## src/rtl/booth_acc.sv

```systemverilog
// booth_acc: accumulates a programmed count of signed Booth products, counting each rising edge of prod_valid once.
// Optional macro BOOTH_ACC_SAT_EN: saturate on signed overflow instead of wrapping.
module booth_acc #(
  parameter int WIDTH     = 8,
  parameter int ACC_WIDTH = 24,
  parameter int CNT_WIDTH = 8
) (
  input  logic                   i_clk,
  input  logic                   i_rst,
  input  logic                   i_start,
  input  logic [CNT_WIDTH-1:0]   i_len,
  input  logic                   i_prod_valid,
  input  logic [2*WIDTH-1:0]     i_prod,
  output logic                   o_busy,
  output logic                   o_acc_valid,
  output logic [ACC_WIDTH-1:0]   o_acc_out,
  output logic                   o_ovf
);

  typedef enum logic [1:0] {S_IDLE, S_ACCUM, S_DONE} state_t;

  state_t                r_state;
  logic [CNT_WIDTH-1:0]  r_cnt;
  logic                  r_pv_q;
  logic [ACC_WIDTH-1:0]  r_acc;
  logic                  r_ovf;
  logic                  r_busy;
  logic                  r_acc_valid;

  logic                  w_edge;
  logic [ACC_WIDTH-1:0]  w_prod_ext;
  logic [ACC_WIDTH-1:0]  w_sum;
  logic                  w_add_ovf;
  logic [ACC_WIDTH-1:0]  w_acc_next;

  // A multiplier may hold done for several cycles; only its rising edge is a new product.
  assign w_edge     = i_prod_valid & ~r_pv_q;
  assign w_prod_ext = ACC_WIDTH'($signed(i_prod));
  assign w_sum      = r_acc + w_prod_ext;
  assign w_add_ovf  = (r_acc[ACC_WIDTH-1] == w_prod_ext[ACC_WIDTH-1]) &&
                      (w_sum[ACC_WIDTH-1] != r_acc[ACC_WIDTH-1]);

`ifdef BOOTH_ACC_SAT_EN
  // Operands share a sign on overflow, so the accumulator sign picks the rail.
  assign w_acc_next = !w_add_ovf ? w_sum :
                      r_acc[ACC_WIDTH-1] ? {1'b1, {(ACC_WIDTH-1){1'b0}}}
                                         : {1'b0, {(ACC_WIDTH-1){1'b1}}};
`else
  assign w_acc_next = w_sum;
`endif

  always_ff @(posedge i_clk) begin
    if (i_rst) begin
      r_state     <= S_IDLE;
      r_cnt       <= '0;
      r_pv_q      <= 1'b0;
      r_acc       <= '0;
      r_ovf       <= 1'b0;
      r_busy      <= 1'b0;
      r_acc_valid <= 1'b0;
    end else begin
      r_pv_q <= i_prod_valid;
      if (i_start) begin
        r_acc <= '0;
        r_ovf <= 1'b0;
        r_cnt <= i_len;
        if (i_len == '0) begin
          r_state     <= S_DONE;
          r_busy      <= 1'b0;
          r_acc_valid <= 1'b1;
        end else begin
          r_state     <= S_ACCUM;
          r_busy      <= 1'b1;
          r_acc_valid <= 1'b0;
        end
      end else begin
        case (r_state)
          S_ACCUM: begin
            if (w_edge) begin
              r_acc <= w_acc_next;
              r_ovf <= r_ovf | w_add_ovf;
              r_cnt <= r_cnt - CNT_WIDTH'(1);
              if (r_cnt == CNT_WIDTH'(1)) begin
                r_state     <= S_DONE;
                r_busy      <= 1'b0;
                r_acc_valid <= 1'b1;
              end
            end
          end
          default: ;
        endcase
      end
    end
  end

  assign o_busy      = r_busy;
  assign o_acc_valid = r_acc_valid;
  assign o_acc_out   = r_acc;
  assign o_ovf       = r_ovf;

endmodule
```

## config.mk

```make
export PLATFORM = sky130hd
export DESIGN_NAME = booth_acc
export DESIGN_NICKNAME = d
export VERILOG_FILES = /design/src/rtl/booth_acc.sv
export SDC_FILE = /design/constraint.sdc
export NUM_CORES = 1
export LEC_CHECK = 0
export CORE_MARGIN = 1.5
export CORE_UTILIZATION = 35
export CTS_CLUSTER_DIAMETER = 120
export DETAILED_ROUTE_END_ITERATION = 8
export GPL_ROUTABILITY_DRIVEN = 0
export PLACE_DENSITY = 0.67
export SLEW_MARGIN = 10
export SYNTH_ARGS = -nofsm -noshare
export SYNTH_HDL_FRONTEND = slang
export SYNTH_SLANG_ARGS = --single-unit
export TNS_END_PERCENT = 50
```

## constraint.sdc

```tcl
create_clock -name i_clk -period 3.13 [get_ports i_clk]
set_input_delay 0.626 -clock i_clk [delete_from_list [all_inputs] [get_ports i_clk]]
set_output_delay 0.626 -clock i_clk [all_outputs]
set_load 0.01 [all_outputs]
```

; Yosys cells after proc, flatten, opt, wreduce, memory -nomap -nowiden
; Index checks and enable logic that the tools add are counted.
[op_classes]
muxes = 18
reduce_logical = 9
add_sub_neg = 2
bitwise_logic = 3
eq_ne = 4
[ops]
columns = cell, n
row1 = $add 24x24->24, 1
row2 = $mux 8, 3
row3 = $mux 1, 10
row4 = $mux 2, 5
row5 = $eq 8x1->1 const B, 1
row6 = $logic_not 8->1, 1
row7 = $sub 8x1->8 const B, 1
row8 = $reduce_bool 2->1, 3
row9 = $reduce_and 2->1, 2
row10 = $reduce_and 3->1, 1
row11 = $eq 2x1->1 const B, 1
row12 = $reduce_or 2->1, 1
row13 = $and 1x1->1, 1
row14 = $eq 1x1->1, 1
row15 = $logic_and 1x1->1, 1
row16 = $ne 1x1->1, 1
row17 = $not 1->1, 1
row18 = $or 1x1->1, 1
[totals]
in_bits = 28
reg_bits = 38

; Longest topological paths before layout
; Gate-level depths: netlist of the first run.
[logic_depth]
depth_word = 5
ltp_mapped = 9
depth_no_buf = 9

; Least setup slack after synthesis of the first run
; OpenSTA, ideal clock, no wires.
[synth_path]
kind = in2reg
startpoint = input i_prod[0]
endpoint = register r_acc[20], in the netlist o_acc_out[20]
slack_ps = 543
stages = 9
t_required_ps = 3008
arrival_time_ps = 2465
cell_sequence = ha_1 > fa_1 > a21oi_1 > o21ai_2 > a21oi_2 > o41a_1 > nor4_2 > mux2i_1 > a311o_1
[synth_between]
elab_chain_cells = 1
[synth_lines]
columns = item, line
row1 = "start, declared", 13  ; input logic [2*WIDTH-1:0] i_prod,
row2 = $add 24x24->24, 39  ; assign w_sum = r_acc + w_prod_ext;
row3 = "end signal, assigned", 80  ; r_acc <= w_acc_next;
row4 = "end, declared", 25  ; logic [ACC_WIDTH-1:0] r_acc;
; No other way between the ends.
; A chain may end at the register's enable or synchronous reset.

; Final worst setup path of the first run
; Same ends and word-level chain as after synthesis.

==> flow_summary.toml, run 1 <==
[route]
drtAntennaViolNets = 0
totalWireLength_um = 7120
drt_iter0_markers = 177
wire_per_inst_um = 13.9
first_pass_iters = 4
avgViaCountPerCell = 5.38
drc = 0
dr_total_vias = 2760

[worst_setup_path]
endpoint_kind = "register"
start_kind = "primary input"
critical_path_class = "in -> reg"
regToRegSetupSlack_ns = 0.69
crit_end = "o_acc_out[20]"
r2r-start = "o_acc_out[0]"
cp.arrival_ns = 3.07
r2r_cells = 9
crit_fanout = 3
crit_required_ns = 3.32
r2r-end = "o_acc_out[20]"
setup.worst_path.start = "i_prod[0]"

[global_route]
grt_pass1_vias = 2658
grt-ovfl-total = 0
antenna_found_initial = 0
track_usage_pct = 18.2
grt_max_degree = 22
grt_pass1_wl_um = 12400

[floorplanning]
dieArea_um2 = 8170
start_util_pct = 36.5
core-area_um2 = 7330
io_pins = 55
die_w_um = 90.4
die_h_um = 90.4
rows = 31

[timing]
min_period_over_period_pct = 91.9
hold_viol_final = 0
drv_slew = 0
whs_ns = 0.470
fmax_mhz = 348
slew_headroom_pct = 69.7
setup-violations-final = 0
period_minus_slack_ns = 2.88
worstMarginPinSlew_ns = 0.455
grt_setup_unrepaired = "false"
worst_slack_ns = 0.254
fin_skew_ns = 0.00966

[synth]
ys_warn_count = 0
synth-xor-area-share_pct = 6.23
yosys_register_bits = 36
synthAdderAreaFrac_pct = 12.5
synth.most_common_cell = "nand2_1"
yosysSeqAreaShare_pct = 27.0
ys_top_cells_by_area = "dfxtp_1, ha_1, a21oi_1"
synth_compound_area_share_pct = 26.4
synth_top_family_by_area = "compound AO/OA/AOI/OAI gates"
synth_flop_cell = "dfxtp_1"
netlist_area_um2 = 2670
async_flop_share_pct = 0
yosys-top-cells-count = "nand2_1, a21oi_1, dfxtp_1"
synthSimpleGateAreaFrac_pct = 22.4
yosysTopAreaCellShare_pct = 27.0
postSynthAreaPerCell_um2 = 7.66
synth_nets = 403
synth_top_area_cell = "dfxtp_1"
netlist_instances = 349
ys_types = 51
synth-edff-count = 0
yosys-mux-area-fraction_pct = 1.12

[finish]
n_antenna_cell = 0
area_delta_synth_final_pct = 33.1
layout.area.seq_um2 = 721
fill_cells = 704
multi_input_area_um2 = 1850
drive_gt1_share_pct = 8.94
nNetsFinal = 467

[cts]
clk_path_buf_depth = 2
cts_tree = "done"
post_cts_buffers = 0
cts_max_level = 2
cts_resized = 0
root_buffer = "clkbuf_8"
clk-insertion-delay-late_ns = 0.30
cts_sinks = 36
cts_buffers = 5
clkSlewWorstSetupHoldPaths_ns = 0.09
hold_buffers = 0

[pwr]
power_frac_comb_pct = 20.1
clockPowerShare_pct = 37.4
p_int_w = 0.000814
p_sw_w = 0.000319
seq_power_share_pct = 42.5
ir_drop_mv = 0.195
swShare_pct = 28.1
p_leak_nw = 1.40
power_density_nw_per_um2 = 319

[min_path]
hold_class = "reg -> reg"
min-delay-start = "o_acc_out[9]"
hold_path_depth = 2

[job]
cap_violations = 0

[placement]
dp.final_hpwl_um = 5350
port_buffers = 54
pre_cts_ws_ns = -0.0679

[run_status]
status = "completed"
==> metal layers <==
layer	routed length, um	vias to the layer above	global-route usage, %
li1	-	1404	-
met1	3320	1273	23.5
met2	3310	77	30.4
met3	417	6	3.96
met4	74	0	5.29
met5	0	-	0
==> cell type report <==
type	instances	share of cell area, %
Tap cell	99	3.48
Multi-Input combinational cell	282	52.0
Inverter	12	1.27
Clock buffer	5	1.94
Sequential cell	36	20.3
Clock inverter	3	1.20
Timing Repair Buffer	76	19.8
==> placed cells by master, fill, tap and decap left out, types with 3 or more instances in the layout <==
cell,count
o211ai_1,4
nor3_1,6
buf_4,22
xor2_1,6
a21o_1,6
clkbuf_8,5
clkdlybuf4s50_1,54
a31oi_1,3
ha_1,25
xnor2_1,13
o31ai_1,5
mux2i_1,3
inv_1,12
nand4_1,12
o21a_1,5
a41oi_1,3
o21ai_0,11
nor2_1,31
o21bai_1,3
nor4_1,7
nand2_1,48
a221oi_1,3
dfxtp_1,36
and3_1,3
a21oi_1,40
a211oi_1,5
nand3_1,12
==> worst min-delay path by stage <==
stage	end
2_1_floorplan	o_acc_out[11]
5_1_grt	o_acc_out[12]
3_3_place_gp	o_acc_out[11]
4_1_cts	o_acc_out[9]
6_report	o_acc_out[9]
3_5_place_dp	o_acc_out[9]
==> sequential cells by signal, indices dropped and copies added, names as in the netlist <==
signal	cells
r_pv_q	1
o_ovf	1
o_acc_valid	1
o_acc_out	24
o_busy	1
r_cnt	8
==> critical path: stages <==
cell             delay, ns
clkdlybuf4s50_1       0.46
ha_1                  0.22
fa_1                  0.23
a21oi_1               0.10
o21ai_2               0.14
a21oi_2               0.08
o41a_1                0.47
nor4_2                0.32
mux2i_1               0.11
a311o_1               0.32
==> metrics by stage <==
step	power (W)	TNS [ns]	instances	util [%]	instance area, um^2
final	0.00113	0	513	48.5	3560
after global placement	0.000716	0	505	47.0	3440
after CTS	0.00114	0	513	48.5	3560
after global routing	0.00120	0	513	48.5	3560
after detailed placement	0.000718	-0.106	505	47.0	3440
after floorplan	0.000620	0	349	-	2670
==> kinds of logic after synthesis <==
kind of cell | after synthesis
compound gates | 105
flops | 36
fa+ha+maj | 26
buf+inv | 31
xor+xnor | 19
mux | 3
simple gates | 129
==> power groups by stage <==
stage               Clock (W)  Combinational (W)  Sequential [W]
finish               0.000423           0.000228        0.000482
global placement            0           0.000224        0.000492
floorplan                   0           0.000127        0.000493
CTS                  0.000433           0.000227        0.000482
detailed placement          0           0.000225        0.000493
global route         0.000460           0.000253        0.000484
No activity file was read; power rests on OpenSTA's default activity.
==> run 2, diff against run 1 <==
Settings changed: CELL_PAD_IN_SITES_DETAIL_PLACEMENT set to 1, CELL_PAD_IN_SITES_GLOBAL_PLACEMENT set to 1, PLACE_DENSITY 0.67 to 0.85.
Clock period 3.13 ns to 3.55 ns, I/O delays scaled along.
==> run 2 against run 1 <==
Die area did not move. Clock skew fell by 0.0032 ns. First-iteration DRC count fell by 28%. Largest cell class unchanged. Highest routed layer unchanged.
==> flow_summary.toml, run 2 (synthesized netlist as in run 1, its figures left out) <==
[run_status]
status = "completed"

[worst_setup_path]
crit_chain = "clkdlybuf4s50_1 -> ha_1 -> a211oi_1 -> o31ai_2 -> a41oi_1 -> o31ai_4 -> nand3_1 -> a2111o_1 -> o211ai_1"
critical_path_class = "in -> reg"
start_kind = "primary input"
crit_required_ns = 3.77
critical_path.top_delay_family = "compound AO/OA/AOI/OAI gates"
cp.buffers_inverters = 1
endpoint_kind = "register"
crit_fanout = 5
cp_slowest_stage_delay_ns = 0.46
crit_path_top_delay_cell = "clkdlybuf4s50_1"
cp.arrival_ns = 3.31

[timing]
worstMarginPinSlew_ns = 0.471
period_minus_slack_ns = 3.08
grt_setup_unrepaired = "false"
slew_headroom_pct = 68.6
min_period_over_period_pct = 86.8
fin_setup_tns_ns = 0
setup-violations-final = 0
drv_slew = 0
hold_viol_final = 0
fmax_mhz = 324
fin_skew_ns = 0.00647
whs_ns = 0.477

[cts]
hold_buffers = 0
cts_max_level = 2
clk-insertion-delay-late_ns = 0.29
post_cts_buffers = 0
cts_resized = 0
cts_tree = "done"
cts_sinks = 36
clkSlewWorstSetupHoldPaths_ns = 0.08
clk_path_buf_depth = 2
cts_buffers = 5
root_buffer = "clkbuf_8"

[floorplanning]
die_w_um = 90.4
dieArea_um2 = 8170
rows = 31
start_util_pct = 36.5
io_pins = 55
die_h_um = 90.4
core-area_um2 = 7330

[job]
cap_violations = 0

[finish]
area_delta_synth_final_pct = 28.8
mostFrequentLayoutCells = "clkdlybuf4s50_1, nand2_1, a21oi_1, dfxtp_1, nor2_1"
fill_cells = 899
layoutNonFillerInstCount = 499
n_antenna_cell = 0
design_area_um2 = 3440
drive_gt1_share_pct = 5.75
nNetsFinal = 454
largest_reg_flops = 24
final_common_cell = "clkdlybuf4s50_1"

[route]
wire_per_inst_um = 16.2
totalWireLength_um = 8080
drc = 0
first_pass_iters = 4
drt_iter0_markers = 127
avgViaCountPerCell = 5.59
dr_total_vias = 2791
drtAntennaViolNets = 0

[global_route]
grt_pass1_vias = 2869
grt_max_degree = 31
antenna_found_initial = 0
grt-ovfl-total = 0
track_usage_pct = 20.5
grt_pass1_wl_um = 13800

[min_path]
hold_class = "reg -> reg"

[placement]
dpl.cell_count = 492
dp.final_hpwl_um = 6170
placed_area_um2 = 3350
port_buffers = 54

[pwr]
ir_drop_mv = 0.155
finalPower_w = 0.000952
power_density_nw_per_um2 = 277
p_leak_nw = 1.33
==> run 2: cell count changes in the layout (fill, tap and decap cells not counted), sizes merged <==
cell | previous run | this run
buf | 22 | 9
clkbuf | 5 | 7
bufinv | 1 | 0
clkinv | 1 | 0
clkinvlp | 1 | 0
==> run 2: final cells by class <==
type	count	area (um^2)	share of cell area (%)
well taps	99	124	3.60
flip-flops and latches	36	721	20.9
repair buffers	63	608	17.7
multi-input cells	282	1850	53.7
inverters	12	45.0	1.31
clock buffers	7	96.3	2.80
==> run 2: power by group <==
part	internal [W]	switching (W)
sequential	0.000415	0.0000105
clock	0.000173	0.000155
combinational	0.0000890	0.000109
==> run 2: final timing paths <==
kind,startpoint,end,slack (ns),cells past startpoint
hold / removal,o_acc_out[11],o_acc_out[11],0.48,2
setup reg to reg,o_acc_out[0],o_acc_out[20],1.01,9
setup / recovery,i_prod[1],o_ovf,0.47,9
hold reg to reg,o_acc_out[11],o_acc_out[11],0.48,2
==> run 2: metrics by stage <==
stage | setup WS (ns) | util [%]
finish | 0.468 | 47.0
global route | 0.265 | 47.0
CTS | 0.461 | 47.0
detailed placement | 0.163 | 45.7
global placement | 0.265 | 45.7
floorplan | 0.879 | -
==> run 2: worst min-delay path, cell delays in order, from the launching register on <==
cell,delay [ns]
dfxtp_1,0.33
nand2_1,0.06
a21oi_1,0.05
==> run 2: per-layer routing <==
| layer | vias up | share of wire, % | track usage [%] |
|---|---|---|---|
| met2 | 71 | 48 | 36.7 |
| li1 | 1381 | - | - |
| met3 | 9 | 4.6 | 3.45 |
| met1 | 1330 | 46 | 25.4 |
| met4 | 0 | 1.3 | 5.29 |
| met5 | - | 0 | 0 |
